--- src/rtl/led_pulse_driver.sv ---
// LED blink driver: turns single-cycle event pulses into fixed-length LED blinks.
// Requests arriving mid-blink are queued in a saturating counter and replayed back-to-back.
module led_pulse_driver #(
  parameter int unsigned ON_CYCLES  = 4,
  parameter int unsigned OFF_CYCLES = 4,
  parameter int unsigned MAX_PEND   = 7
) (
  input  logic       clk,
  input  logic       rst,
  input  logic       trig,
  output logic       led,
  output logic       busy,
  output logic [7:0] pend,
  output logic       ovf
);

  typedef enum logic [1:0] {
    StIdle = 2'd0,
    StOn   = 2'd1,
    StOff  = 2'd2
  } state_e;

  localparam logic [15:0] OnReload  = 16'(ON_CYCLES - 1);
  localparam logic [15:0] OffReload = 16'(OFF_CYCLES - 1);
  localparam logic [7:0]  MaxPend   = 8'(MAX_PEND);

  state_e      state_q;
  logic [15:0] timer_q;
  logic [7:0]  pend_q;
  logic [7:0]  pend_d;
  logic        led_q;
  logic        ovf_q;

  logic timer_done;
  logic have_pend;
  logic blink_start;
  logic full;
  logic accept;
  logic drop;

  always_comb begin
    timer_done  = (timer_q == 16'd0);
    have_pend   = (pend_q != 8'd0);
    blink_start = have_pend && ((state_q == StIdle) || ((state_q == StOff) && timer_done));
    full        = (pend_q == MaxPend);
    // A dequeue in the same cycle frees a slot, so a trig at full is still accepted.
    accept      = trig && !(full && !blink_start);
    drop        = trig && full && !blink_start;
    pend_d      = pend_q;
    if (accept && !blink_start) begin
      pend_d = pend_q + 8'd1;
    end else if (!accept && blink_start) begin
      pend_d = pend_q - 8'd1;
    end
  end

  always_ff @(posedge clk or negedge rst) begin
    if (!rst) begin
      state_q <= StIdle;
      timer_q <= 16'd0;
      pend_q  <= 8'd0;
      led_q   <= 1'b0;
      ovf_q   <= 1'b0;
    end else begin
      pend_q <= pend_d;
      ovf_q  <= drop;
      case (state_q)
        StIdle: begin
          if (blink_start) begin
            state_q <= StOn;
            timer_q <= OnReload;
            led_q   <= 1'b1;
          end
        end
        StOn: begin
          if (timer_done) begin
            state_q <= StOff;
            timer_q <= OffReload;
            led_q   <= 1'b0;
          end else begin
            timer_q <= timer_q - 16'd1;
          end
        end
        StOff: begin
          if (timer_done) begin
            if (have_pend) begin
              state_q <= StOn;
              timer_q <= OnReload;
              led_q   <= 1'b1;
            end else begin
              state_q <= StIdle;
            end
          end else begin
            timer_q <= timer_q - 16'd1;
          end
        end
        default: begin
          // Unreachable encoding: park in idle, leave queue and timer alone.
          state_q <= StIdle;
          led_q   <= 1'b0;
        end
      endcase
    end
  end

  assign led  = led_q;
  assign ovf  = ovf_q;
  assign pend = pend_q;
  assign busy = (state_q != StIdle) || have_pend;

endmodule

--- config.mk ---
export PLATFORM = sky130hd
export DESIGN_NAME = led_pulse_driver
export DESIGN_NICKNAME = d
export VERILOG_FILES = /design/src/rtl/led_pulse_driver.sv
export SDC_FILE = /design/constraint.sdc
export NUM_CORES = 1
export LEC_CHECK = 0
export BUFFER_PORTS_ARGS = -buffer_cell sky130_fd_sc_hd__clkbuf_2
export CAP_MARGIN = 15
export CELL_PAD_IN_SITES_DETAIL_PLACEMENT = 1
export CELL_PAD_IN_SITES_GLOBAL_PLACEMENT = 1
export CORE_AREA = 2 2 68 70
export CTS_BUF_LIST = sky130_fd_sc_hd__clkbuf_4
export DETAILED_ROUTE_END_ITERATION = 10
export DIE_AREA = 0 0 70 72
export GPL_ROUTABILITY_DRIVEN = 0
export PLACE_DENSITY = 0.77
export SYNTH_ARGS = -nofsm -noshare
export SYNTH_HDL_FRONTEND = slang
export SYNTH_SLANG_ARGS = --single-unit
--- constraint.sdc ---
create_clock -name clk -period 3.3 [get_ports clk]
set_clock_uncertainty 0.05 [all_clocks]
set_input_delay 0.33 -clock clk [delete_from_list [all_inputs] [get_ports clk]]
set_output_delay 0.33 -clock clk [all_outputs]
set_load 0.01 [all_outputs]
Yosys cells after proc, flatten, opt, wreduce, memory -nomap -nowiden
Index checks and enable logic that the tools add are counted.

word-level totals
  output and inout bits = 11
  bits of input ports = 3
  register bits = 28

cells by class
  mux-type cells = 17
  equal/unequal tests = 8
  reductions and logical operators = 22
  add/subtract/negate cells = 3

operator list
  operator                 count
  $mux W16                 4
  $pmux W16 S3             1
  $logic_not A16 Y1        1
  $mux W8                  2
  $sub A16 B1 Y16 const B  1
  $add A8 B1 Y8 const B    1
  $eq A8 B3 Y1 const B     1
  $logic_and A1 B1 Y1      8
  $ne A2 B2 Y1 const B     4
  $reduce_bool A8 Y1       1
  $sub A8 B1 Y8 const B    1
  $mux W2                  3
  $pmux W2 S3              1
  $reduce_and A3 Y1        2
  $mux W1                  5
  $reduce_and A4 Y1        1
  $reduce_bool A2 Y1       2
  $logic_not A1 Y1         3
  $ne A3 B3 Y1 const B     1
  $pmux W1 S3              1
  $reduce_bool A3 Y1       1
  $eq A2 B1 Y1 const B     1
  $eq A2 B2 Y1 const B     1
  $logic_not A2 Y1         1
  $logic_or A1 B1 Y1       2

Depth between registers and ports, before layout
Gate-level depths: netlist (run 1).

  word-level depth = 12
  gate-level depth with buffers = 15
  mapped depth without buffers = 15

Least setup slack after synthesis (run 1)
OpenSTA, ideal clock, no wires.

  kind = register to register
  start = reg timer_q[0]
  end = reg pend_q[6] (netlist: pend[6])
  buffers on the path = 0
  data required time = 3,134 ps
  stages on the path, launching flop included = 15
  arrival = 2,996 ps
  slack = 138 ps
  path through = dfrtp_1 -> inv_1 -> ha_1 -> nor3b_2 -> nand4_2 -> nor3_1 -> nor4_1 -> nor2b_1 -> ha_1 -> inv_1 -> fa_1 -> a21o_1 -> a21oi_1 -> o21bai_1 -> o311ai_0

on the way
  longest elaborated chain between the ends = 11
  elaborated cells between the ends (all ways) = 13
  classes of those cells = mux (1); reduce/logical (12)

ends and longest elaborated chain
  element                              line    text
  from (decl)                          28      logic [15:0] timer_q;
  from (signal assigned)               71      timer_q <= OnReload;
  from (signal assigned)               78      timer_q <= OffReload;
  from (signal assigned)               81      timer_q <= timer_q - 16'd1;
  $logic_not A16 Y1 *                  42      timer_done = (timer_q == 16'd0);
  $logic_and A1 B1 Y1 *                44      blink_start = have_pend && ((state_q == StIdle) || ((state_q == StOff) && timer_done));
  $logic_or A1 B1 Y1 *                 44
  $logic_and A1 B1 Y1 *                44
  $logic_not A1 Y1                     47, 50
  $logic_and A1 B1 Y1                  47      accept = trig && !(full && !blink_start);
  $logic_not A1 Y1                     47
  $logic_and A1 B1 Y1                  47
  $logic_not A1 Y1                     52      end else if (!accept && blink_start) begin
  $logic_and A1 B1 Y1                  52
  $reduce_bool A2 Y1 (no source line)  --
  to (signal assigned)                 65      pend_q <= pend_d;
  to (decl)                            29      logic [7:0] pend_q;

Mark *: on every way between the ends. The rest lies on a longest branch, timed or not.
A chain may end at the register's enable or synchronous reset.

Final worst setup path (run 1)
  start = reg timer_q[13]
  end = reg pend_q[7] (netlist: pend[7])

The elaborated chain is that of the path after synthesis.

==> reports/qor.yml, run 1 <==
run_status:
  status: "finished clean"
worst_setup_path:
  endpoint_kind: "flop"
  crit_type: "flop to flop"
  reg2reg_to: "pend[7]"
  critPathArrivalTime_ns: 3.27
  cp.required_ns: 3.48
  reg2reg_slack_ns: 0.21
  worstRegToRegCells: 13
  crit_path_max_fanout: 7
  startpoint: "timer_q[13]"
  worstSetupStartpointType: "flop"
  r2r-start: "timer_q[13]"
floorplanning:
  num_rows: 24
  start_util_pct: 42.9
  core-area_um2: 4260
  io_pins: 14
  fp.dieArea_um2: 5040
  dieWidth_um: 70
  die_height_um: 72
detailed_routing:
  post_drt_wl_per_cell_um: 16.9
  dr.pass1.iters: 4
  ant_nets: 0
  route.detailed.drc: 0
  num_vias: 1553
  routed_wl_um: 4440
  initialDrtViolationCount: 56
  via_per_inst: 5.93
timing:
  worst_slack_ns: 0.215
  post-route-min-period_ns: 3.09
  period_share_pct: 93.5
  tightest_slew_ns: 0.911
  slew_headroom_pct: 39.1
  fmax_ghz: 0.324
  slew_violations: 0
  final-hold-violation-count: 0
  setup_viol: 0
synthesis:
  synth_async_sr_flop_share_pct: 100
  postSynthCellCount: 191
  synth-main-ff-cell: "dfrtp_1"
  synth_nets: 209
  ys_seq_elements: 28
  synth.yosys.seq_area_share_pct: 38.3
  synth_warnings: 0
  synth.distinct_cells: 50
  synth-edff-count: 0
  synth_area_um2: 1830
  avgSynthCellArea_um2: 9.57
final_layout:
  post_route_cells_drive_above_1_share_pct: 19.5
  nets: 230
  final_cell_mix: "28 x dfrtp_1, 15 x nand2_1, 13 x nor2_1, 13 x clkbuf_2, 12 x o21ai_1"
  antenna_cells: 0
  multiInputGateArea_um2: 1110
  layout_commonest_cell: "dfrtp_1"
  fillers: 492
  layout.cells.non_filler: 262
  regArea_um2: 701
  area_growth_pct: 12.9
  design_area_um2: 2060
grt:
  grt_pass1_wl_um: 8020
  overflow: 0
  track_usage_pct: 19.2
  grt_max_degree: 29
  antenna_found_initial: 0
  grt_pass1_vias: 1736
cts:
  postCtsSetupRepairBufs: 0
  clockBufferDepth: 2
  htreeDepth: 1
  cts_tree: "built"
  cts-root-buf: "clkbuf_4"
  path_clk_slew_ns: 0.15
  worst_skew_pair.late_latency_ns: 0.33
  cts.sinks: 28
  cts_buffers: 3
placed_design:
  post-place-ws_ns: -0.0269
  dp.cells: 258
  io_buffer_count: 13
  hpwlAfterDp_um: 3210
  placed_area_um2: 1980
min_path:
  hold_path_class: "input port to flop"
  hp-start: "trig"
  hold_depth: 2
  min_to: "ovf"
flow_run:
  drv_cap: 0
[flip-flops by register name, indices dropped and copies added (netlist names)]
register / flops
timer_q: 16
ovf: 1
led: 1
pend: 8
state_q: 2
[kinds of logic after synthesis]
logic type                 count (synthesis)  share of synthesized area [%]
DFF                                       28                           38.3
and+or+nand+nor                           67                           19.6
AOI/OAI and AO/OA                         59                           23.5
adders and majority gates                 15                           10.7
xor gates and xnor gates                   6                           2.87
muxes                                      2                           1.23
buffers and inverters                     14                           3.76
[repair_timing]
| action | CTS | global route |
|---|---|---|
| hold buffers | 1 | 0 |
| resized for setup | 2 | 10 |
| hold endpoints to repair | 20 | 0 |
| setup endpoints to repair | 1 | 5 |
| pin swaps | 0 | 3 |
[cells in the mapped netlist (2+ instances only)]
library cell / count / area share [%]
nor4_1: 7 / 2.4
o21ai_0: 6 / 1.6
a21oi_1: 5 / 1.4
o21a_1: 2 / 0.82
nor2_1: 13 / 2.7
buf_6: 2 / 1.2
nand3_1: 5 / 1.4
dfrtp_1: 28 / 38
o21ai_1: 12 / 3.3
nand2b_1: 2 / 0.68
a21o_1: 4 / 1.6
o41ai_1: 3 / 1.4
ha_1: 14 / 9.6
xnor2_1: 4 / 1.9
nor3_1: 7 / 1.9
xor2_1: 2 / 0.96
inv_1: 9 / 1.8
a2bb2oi_1: 2 / 0.96
o31a_1: 3 / 1.4
o31ai_1: 3 / 1.2
a22o_1: 2 / 0.96
clkbuf_1: 2 / 0.41
o21bai_1: 7 / 2.9
nand2_1: 15 / 3.1
and3_1: 2 / 0.68
nor2b_1: 3 / 1.0
and2_1: 3 / 1.0
or2_1: 2 / 0.68
[final cells by class]
type                            count  share of cell area, %
Multi-Input combinational cell    149                   54.0
Tap cell                           52                   3.15
Timing Repair Buffer               21                   6.19
Sequential cell                    28                   34.0
Inverter                            9                   1.64
Clock buffer                        3                   1.09
[worst max-delay path by stage]
stage	endpoint	cells after the start
floorplan	pend[6]	14
global placement	pend[6]	14
detailed placement	pend[6]	14
CTS	pend[6]	14
global route	pend[5]	14
finish	pend[7]	13
[metal layers]
layer / track usage [%] / share of wire (%) / up-vias
li1: - / - / 746
met1: 23.5 / 46 / 789
met2: 35.8 / 51 / 16
met3: 1.94 / 1.6 / 2
met4: 5.98 / 0.77 / 0
met5: 0 / 0 / -
[worst max-delay path, cell delays in order, from the launching register on]
cell and delay, ns:
dfrtp_1 0.44, or3_4 0.40, or2_1 0.25, nor3_2 0.18
nor4_1 0.08, nor2b_1 0.13, ha_2 0.21, inv_2 0.10
ha_2 0.39, nand3_1 0.15, o2111ai_2 0.22, and3_1 0.18
o21bai_1 0.08, xnor2_1 0.13
[per-stage QoR]
stage	hold slack, ns	TNS [ns]	utilization (%)
floorplan	-0.0156	0	-
CTS	0.191	0	47.4
detailed placement	0.371	-0.0269	46.3
global route	0.163	-0.0272	48.4
global placement	0.350	0	46.3
finish	0.197	0	48.4
Power of run 1 is left out: the tool's default activity adds up to more than one toggle a clock period on the data nets, which glitch-free logic cannot reach.
==> run 2: changes to the inputs <==
--- a/config.mk
+++ b/config.mk
@@ -14,7 +14,7 @@
 export DETAILED_ROUTE_END_ITERATION = 10
 export DIE_AREA = 0 0 70 72
 export GPL_ROUTABILITY_DRIVEN = 0
-export PLACE_DENSITY = 0.77
+export PLACE_DENSITY = 0.82
 export SYNTH_ARGS = -nofsm -noshare
 export SYNTH_HDL_FRONTEND = slang
 export SYNTH_SLANG_ARGS = --single-unit
==> reports/qor.yml, run 2 (synthesis results as in run 1) <==
run_status:
  status: "finished clean"
floorplanning:
  io_pins: 14
  core-area_um2: 4260
  fp.dieArea_um2: 5040
  start_util_pct: 42.9
  dieWidth_um: 70
  num_rows: 24
  die_height_um: 72
timing:
  post-route-min-period_ns: 3.11
  slew_headroom_pct: 52.0
  fmax_ghz: 0.321
  worst_slack_ns: 0.189
  tightest_slew_ns: 0.720
  setup_viol: 0
  hold_ws_ns: 0.182
  period_share_pct: 94.3
  final-hold-violation-count: 0
  slew_violations: 0
min_path:
  hold_path_class: "input port to flop"
  min_to: "ovf"
  hp-start: "trig"
  hold_depth: 2
detailed_routing:
  dr.pass1.iters: 4
  ant_nets: 0
  routed_wl_um: 4570
  num_vias: 1545
  initialDrtViolationCount: 98
  via_per_inst: 5.76
  route.detailed.drc: 0
  post_drt_wl_per_cell_um: 17.0
worst_setup_path:
  max_stage_delay_ns: 0.47
  critPathArrivalTime_ns: 3.36
  r2r-start: "timer_q[12]"
  worstRegToRegCells: 13
  crit_type: "flop to flop"
  endpoint_kind: "flop"
  crit_path_max_fanout: 7
  worstSetupStartpointType: "flop"
  cp.required_ns: 3.55
  path_cells: "or3_4 > or2_1 > nor3_2 > nor4_2 > nor2b_1 > ha_2 > inv_2 > ha_1 > a21oi_2 > o2111ai_2 > and3_1 > o21bai_1 > xnor2_1"
  reg2reg_slack_ns: 0.19
  reg2reg_to: "pend[7]"
  crit_slowest_cell: "dfrtp_2"
grt:
  antenna_found_initial: 0
  track_usage_pct: 19.3
  overflow: 0
  grt_pass1_vias: 1661
  grt_max_degree: 29
  grt_pass1_wl_um: 7820
final_layout:
  layout_commonest_cell: "dfrtp_1"
  design_area_um2: 2150
  largest_reg_flops: 16
  top_register: "timer_q"
  antenna_cells: 0
  post_route_cells_drive_above_1_share_pct: 23.6
  area_growth_pct: 17.4
  final_cell_mix: "27 x dfrtp_1, 15 x nand2_1, 13 x nor2_1, 13 x clkbuf_2"
  nets: 235
cts:
  worst_skew_pair.late_latency_ns: 0.35
  cts-root-buf: "clkbuf_4"
  cts_tree: "built"
  path_clk_slew_ns: 0.18
  htreeDepth: 1
  clockBufferDepth: 2
  cts.sinks: 28
  cts_buffers: 3
placed_design:
  post-place-ws_ns: 0.0555
  hpwlAfterDp_um: 3230
  placed_area_um2: 2000
  io_buffer_count: 13
flow_run:
  drv_cap: 0
==> run 2: layout make-up <==
class                           instances  area [um2]
Fill cell                             495        2120
Inverter                                9        33.8
Sequential cell                        28         702
Clock buffer                            3        22.5
Multi-Input combinational cell        149        1130
Tap cell                               52        65.1
Clock inverter                          1        30.0
Timing Repair Buffer                   26         165
==> run 2: repair_timing <==
| item | 4_1_cts | 5_1_grt |
|---|---|---|
| hold endpoints to repair | 28 | 0 |
| setup endpoints to repair | 0 | 5 |
| resized for setup | 0 | 15 |
| buffers inserted | 0 | 2 |
| hold buffers | 1 | 0 |
==> run 2: routing by layer <==
layer,wire length [um],track usage [%],vias to the layer above,part of all wire (%)
met5,0,0,-,0
met4,50,5.13,0,1.1
met3,60,1.67,4,1.3
met2,2210,33.1,14,48
met1,2250,26.5,771,49
li1,-,-,756,-
==> run 2: worst max path at each step <==
stage	cells past startpoint	slack, ns	from	to
floorplan	14	0.14	timer_q[0]	pend[6]
global placement	15	0.19	timer_q[0]	pend[7]
detailed placement	14	0.06	timer_q[0]	pend[6]
CTS	14	0.01	timer_q[0]	pend[6]
global route	13	-0.02	timer_q[12]	pend[7]
finish	13	0.19	timer_q[12]	pend[7]
==> run 2: per-stage QoR <==
step	instances	util (%)	TNS, ns
5_1_grt	268	50.3	-0.0381
3_3_place_gp	261	46.9	0
4_1_cts	266	48.3	0
6_report	268	50.3	0
2_1_floorplan	191	-	0
3_5_place_dp	261	46.9	0
==> run 2: worst max-delay path, delay by kind of cell, from the launching register on <==
| kind | cells | cell delay [ns] |
|---|---|---|
| and+or+nand+nor | 6 | 1.27 |
| adders and majority gates | 2 | 0.51 |
| xor gates and xnor gates | 1 | 0.13 |
| DFF | 1 | 0.47 |
| buffers and inverters | 1 | 0.10 |
| AOI/OAI and AO/OA | 3 | 0.51 |
Power of run 2 is left out for the same reason.
